### config.mk
export PLATFORM = sky130hd
export DESIGN_NAME = tap_route
export DESIGN_NICKNAME = d
export VERILOG_FILES = /design/src/rtl/tap_pkg.sv /design/src/rtl/tap_route.sv
export SDC_FILE = /design/constraint.sdc
export NUM_CORES = 1
export LEC_CHECK = 0
export ABC_AREA = 1
export BUFFER_PORTS_ARGS = -buffer_cell sky130_fd_sc_hd__buf_2
export CORE_AREA = 3 3 40 42
export DETAILED_ROUTE_END_ITERATION = 7
export DIE_AREA = 0 0 43 45
export GPL_ROUTABILITY_DRIVEN = 0
export GPL_TIMING_DRIVEN = 0
export PLACE_DENSITY = 0.45
export SYNTH_ARGS = -nofsm -noshare
export SYNTH_HDL_FRONTEND = slang
export SYNTH_SLANG_ARGS = --single-unit
export TNS_END_PERCENT = 30
### constraint.sdc
create_clock -name GCLK_Pad -period 1.4 [get_ports GCLK_Pad]
set_clock_uncertainty 0.1 [all_clocks]
set_input_delay 0.14 -clock GCLK_Pad [delete_from_list [all_inputs] [get_ports GCLK_Pad]]
set_output_delay 0.14 -clock GCLK_Pad [all_outputs]
set_load 0.03 [all_outputs]
### src/rtl/tap_pkg.sv
// Shared TAP controller definitions: fixed 4-bit state encoding and reset state.
package tap_pkg;

  localparam int unsigned TAP_STATE_W = 4;

  typedef enum logic [TAP_STATE_W-1:0] {
    TAP_EX2DR = 4'h0,
    TAP_EX1DR = 4'h1,
    TAP_SHDR  = 4'h2,
    TAP_PAUDR = 4'h3,
    TAP_SELIR = 4'h4,
    TAP_UPDDR = 4'h5,
    TAP_CAPDR = 4'h6,
    TAP_SELDR = 4'h7,
    TAP_EX2IR = 4'h8,
    TAP_EX1IR = 4'h9,
    TAP_SHIR  = 4'hA,
    TAP_PAUIR = 4'hB,
    TAP_RTI   = 4'hC,
    TAP_UPDIR = 4'hD,
    TAP_CAPIR = 4'hE,
    TAP_TLR   = 4'hF
  } tap_state_t;

  localparam tap_state_t TAP_RESET_STATE = TAP_TLR;

endpackage

### src/rtl/tap_route.sv
// IEEE 1149.1 TAP controller; the state register drives the observation pins directly.
module tap_route
  import tap_pkg::*;
(
  input  logic GCLK_Pad,
  input  logic TRST_Pad,
  input  logic TMS_Pad,
  output logic state_obs0_Pad,
  output logic state_obs1_Pad,
  output logic state_obs2_Pad,
  output logic state_obs3_Pad
);

  tap_state_t state_q;
  tap_state_t state_d;

  always_ff @(posedge GCLK_Pad or posedge TRST_Pad) begin
    if (TRST_Pad) begin
      state_q <= TAP_RESET_STATE;
    end else begin
      state_q <= state_d;
    end
  end

  // Standard TAP next-state arcs; the IR column mirrors the DR column.
  always_comb begin
    state_d = state_q;
    case (state_q)
      TAP_TLR:   state_d = TMS_Pad ? TAP_TLR   : TAP_RTI;
      TAP_RTI:   state_d = TMS_Pad ? TAP_SELDR : TAP_RTI;
      TAP_SELDR: state_d = TMS_Pad ? TAP_SELIR : TAP_CAPDR;
      TAP_CAPDR: state_d = TMS_Pad ? TAP_EX1DR : TAP_SHDR;
      TAP_SHDR:  state_d = TMS_Pad ? TAP_EX1DR : TAP_SHDR;
      TAP_EX1DR: state_d = TMS_Pad ? TAP_UPDDR : TAP_PAUDR;
      TAP_PAUDR: state_d = TMS_Pad ? TAP_EX2DR : TAP_PAUDR;
      TAP_EX2DR: state_d = TMS_Pad ? TAP_UPDDR : TAP_SHDR;
      TAP_UPDDR: state_d = TMS_Pad ? TAP_SELDR : TAP_RTI;
      TAP_SELIR: state_d = TMS_Pad ? TAP_TLR   : TAP_CAPIR;
      TAP_CAPIR: state_d = TMS_Pad ? TAP_EX1IR : TAP_SHIR;
      TAP_SHIR:  state_d = TMS_Pad ? TAP_EX1IR : TAP_SHIR;
      TAP_EX1IR: state_d = TMS_Pad ? TAP_UPDIR : TAP_PAUIR;
      TAP_PAUIR: state_d = TMS_Pad ? TAP_EX2IR : TAP_PAUIR;
      TAP_EX2IR: state_d = TMS_Pad ? TAP_UPDIR : TAP_SHIR;
      TAP_UPDIR: state_d = TMS_Pad ? TAP_SELDR : TAP_RTI;
      default:   state_d = TAP_RESET_STATE;
    endcase
  end

  assign state_obs0_Pad = state_q[0];
  assign state_obs1_Pad = state_q[1];
  assign state_obs2_Pad = state_q[2];
  assign state_obs3_Pad = state_q[3];

endmodule

==> flow_summary.json <==
{
  "cts_tree": "done",
  "cts_sinks": 4,
  "regMostFlops": "state_q",
  "grt_overflow": 0,
  "worst_slew_pin_slew_ns": 0.179,
  "grt_max_degree": 8,
  "rows": 13,
  "yosysMostFrequentCell": "nand2_1",
  "fin_util": 0.289,
  "wl_um": 600,
  "netlist_top_cells_count": "14 x nand2_1, 6 x inv_1, 4 x dfstp_2, 4 x nand3_1, 3 x nor2_1",
  "cpMaxStageDelayCell": "dfstp_2",
  "firstDrtPassIters": 4,
  "reg2regPathDepth": 6,
  "seq_area_um2": 105,
  "worstPathMaxFanout": 7,
  "worstPathRequired_ns": 1.16,
  "root_buffer": "clkbuf_4",
  "synthXorXnorAreaFrac": 0,
  "insertion_delay_ns": 0.24,
  "hp-class": "in2reg",
  "async_reset_ff_frac": 1.00,
  "cpPeakStageDelay_ns": 0.58,
  "setup_tns_ns": 0,
  "fillerInstances": 140,
  "fin_nets": 58,
  "post-cts-setup-buffer-count": 0,
  "cp-end-kind": "output pin",
  "start_util": 0.226,
  "hold_viol_final": 0,
  "synthTopCellsByArea": "dfstp_2 36%, nand2_1 18%, inv_1 7.8%",
  "grt_pass1_wl_mm": 1.10,
  "synth_top_family_by_area": "simple AND/OR/NAND/NOR gates",
  "min_to": "state_q[1]",
  "synth_area_per_cell_um2": 6.75,
  "fmax_mhz": 787,
  "synth-seq-cells": 4,
  "coreArea_mm2": 0.00128,
  "placed_area_um2": 339,
  "drt-initial-drc-count": 10,
  "max_cap_viol_count": 0,
  "yosys.area_share.simple": 0.461,
  "drv_slew": 0,
  "slew_headroom": 0.880,
  "cts.htree.levels": 1,
  "fin_crit_ns": 1.27,
  "clk_pin_slew_ns": 0.03,
  "synthAdderAreaFrac": 0,
  "largest_reg_flops": 4,
  "synth_edf_count": 0,
  "setup-violations-final": 0,
  "syn_inst": 43,
  "worst-setup-path-type": "reg2out",
  "antenna_found_initial": 0,
  "n_antenna_cell": 0,
  "crit_family": "flip-flops",
  "muxShareOfSynthArea": 0,
  "drtAntennaViolNets": 0,
  "ir_drop_mv": 0.848,
  "min_period_over_period": 0.907,
  "port_buffers": 6,
  "status": "finished, final reports clean",
  "multiInputGateArea_um2": 150,
  "cts_max_path_buffers": 2,
  "layout.cells.non_filler": 68,
  "synthDominantAreaCellType": "dfstp_2",
  "r2r_end": "state_q[0]",
  "p_leak_nw": 0.222,
  "cp-start-kind": "flip-flop",
  "yosys.area.top_type_share": 0.362,
  "pwr_density_cell_mw_per_mm2": 2790,
  "rsz0062_at_grt": "false",
  "area_delta_synth_final_pct": 28.0,
  "io_pins": 7,
  "r2r_slack_ns": 0.21,
  "fp.dieH_um": 45,
  "arrival_ns": 1.03,
  "post-dp-hpwl_um": 479,
  "syn_nets": 46,
  "worst_r2r_startpoint": "state_q[2]",
  "whs_ns": 0.0509,
  "chipWidth_um": 43,
  "top_regs": "state_q x4",
  "grt_usage": 0.0793,
  "min_from": "TMS_Pad",
  "cts_buffers": 3,
  "synth_compound_area_frac": 0.0560,
  "grt_pass1_vias": 264,
  "dp_cells": 64,
  "avgViaCountPerCell": 4.40,
  "yosys_warnings": 0,
  "synth-seq-area-share": 0.362,
  "synth_area_um2": 290,
  "crit_buf_inv": 1,
  "crit_chain": "buf_2",
  "avgRoutedWirePerCell_um": 8.82,
  "drive_gt1_frac": 0.396,
  "synth_top_flop_cell": "dfstp_2",
  "die_area_mm2": 0.00194,
  "hold_depth": 3,
  "synth.distinct_cells": 14,
  "final_area_um2": 372,
  "vias": 299,
  "remaining_drc_errors": 0
}
==> power by group <==
| part | switching [mW] | leakage, nW | internal, mW | total, mW |
|---|---|---|---|---|
| Clock | 0.0472 | 0.0138 | 0.0959 | 0.143 |
| Sequential | 0.0807 | 0.0420 | 0.225 | 0.306 |
| Combinational | 0.398 | 0.166 | 0.190 | 0.588 |
| Total | 0.526 | 0.222 | 0.511 | 1.04 |
==> what timing repair did <==
action,CTS,global route
hold buffers,1,0
gates resized for setup,0,0
endpoints found under the hold margin,4,0
==> cells by family (layout without fill, tap and decap cells) <==
logic type      Yosys count  after routing
flops                     4              4
buf+inv                   9             19
simple gates             27             27
compound gates            3              3
==> per-stage QoR <==
| stage | total power [mW] | setup WS, ns |
|---|---|---|
| finish | 1.04 | 0.130 |
| global route | 1.14 | 0.0799 |
| CTS | 1.05 | 0.118 |
| detailed placement | 0.898 | 0.226 |
| global placement | 0.904 | 0.225 |
| floorplan | 0.763 | 0.174 |
==> layer usage <==
metal | share of wire | wire (um) | track usage | vias to the layer above
li1 | - | - | - | 157
met1 | 0.42 | 252 | 0.0947 | 129
met2 | 0.47 | 280 | 0.111 | 13
met3 | 0.11 | 67 | 0.0757 | 0
met4 | 0 | 0 | 0 | 0
met5 | 0 | 0 | 0 | -
==> placed cells by master (no fill, tap or decap) <==
| master | Yosys | layout |
|---|---|---|
| nand2_2 | 1 | 1 |
| nand3_2 | 2 | 2 |
| nor2_2 | 1 | 1 |
| o22ai_1 | 1 | 1 |
| nand4_1 | 1 | 1 |
| nand2_4 | 1 | 1 |
| nand3_1 | 4 | 4 |
| clkbuf_4 | 0 | 3 |
| nor2_1 | 3 | 3 |
| dfstp_2 | 4 | 4 |
| inv_1 | 6 | 6 |
| dlygate4sd3_1 | 0 | 1 |
| buf_2 | 0 | 6 |
| inv_2 | 2 | 2 |
| nand2_1 | 14 | 14 |
| clkinv_2 | 1 | 1 |
| o21ai_1 | 2 | 2 |
==> worst max-delay path by stage <==
stage          startpoint             end  slack [ns]  depth (start not counted)
6_report       state_q[1]  state_obs1_Pad        0.13                          1
2_1_floorplan  state_q[2]      state_q[0]        0.17                          6
5_1_grt        state_q[1]  state_obs1_Pad        0.08                          1
4_1_cts        state_q[1]  state_obs1_Pad        0.12                          1
3_3_place_gp   state_q[2]      state_q[0]        0.22                          6
3_5_place_dp   state_q[2]      state_q[0]        0.23                          6
==> layout make-up <==
cell class | count | share of cell area
Tap cell | 15 | 0.0505
Timing Repair Buffer | 7 | 0.108
Multi-Input combinational cell | 30 | 0.404
Inverter | 9 | 0.0943
Sequential cell | 4 | 0.283
Clock buffer | 3 | 0.0606
No activity file was read; power rests on OpenSTA's default activity.
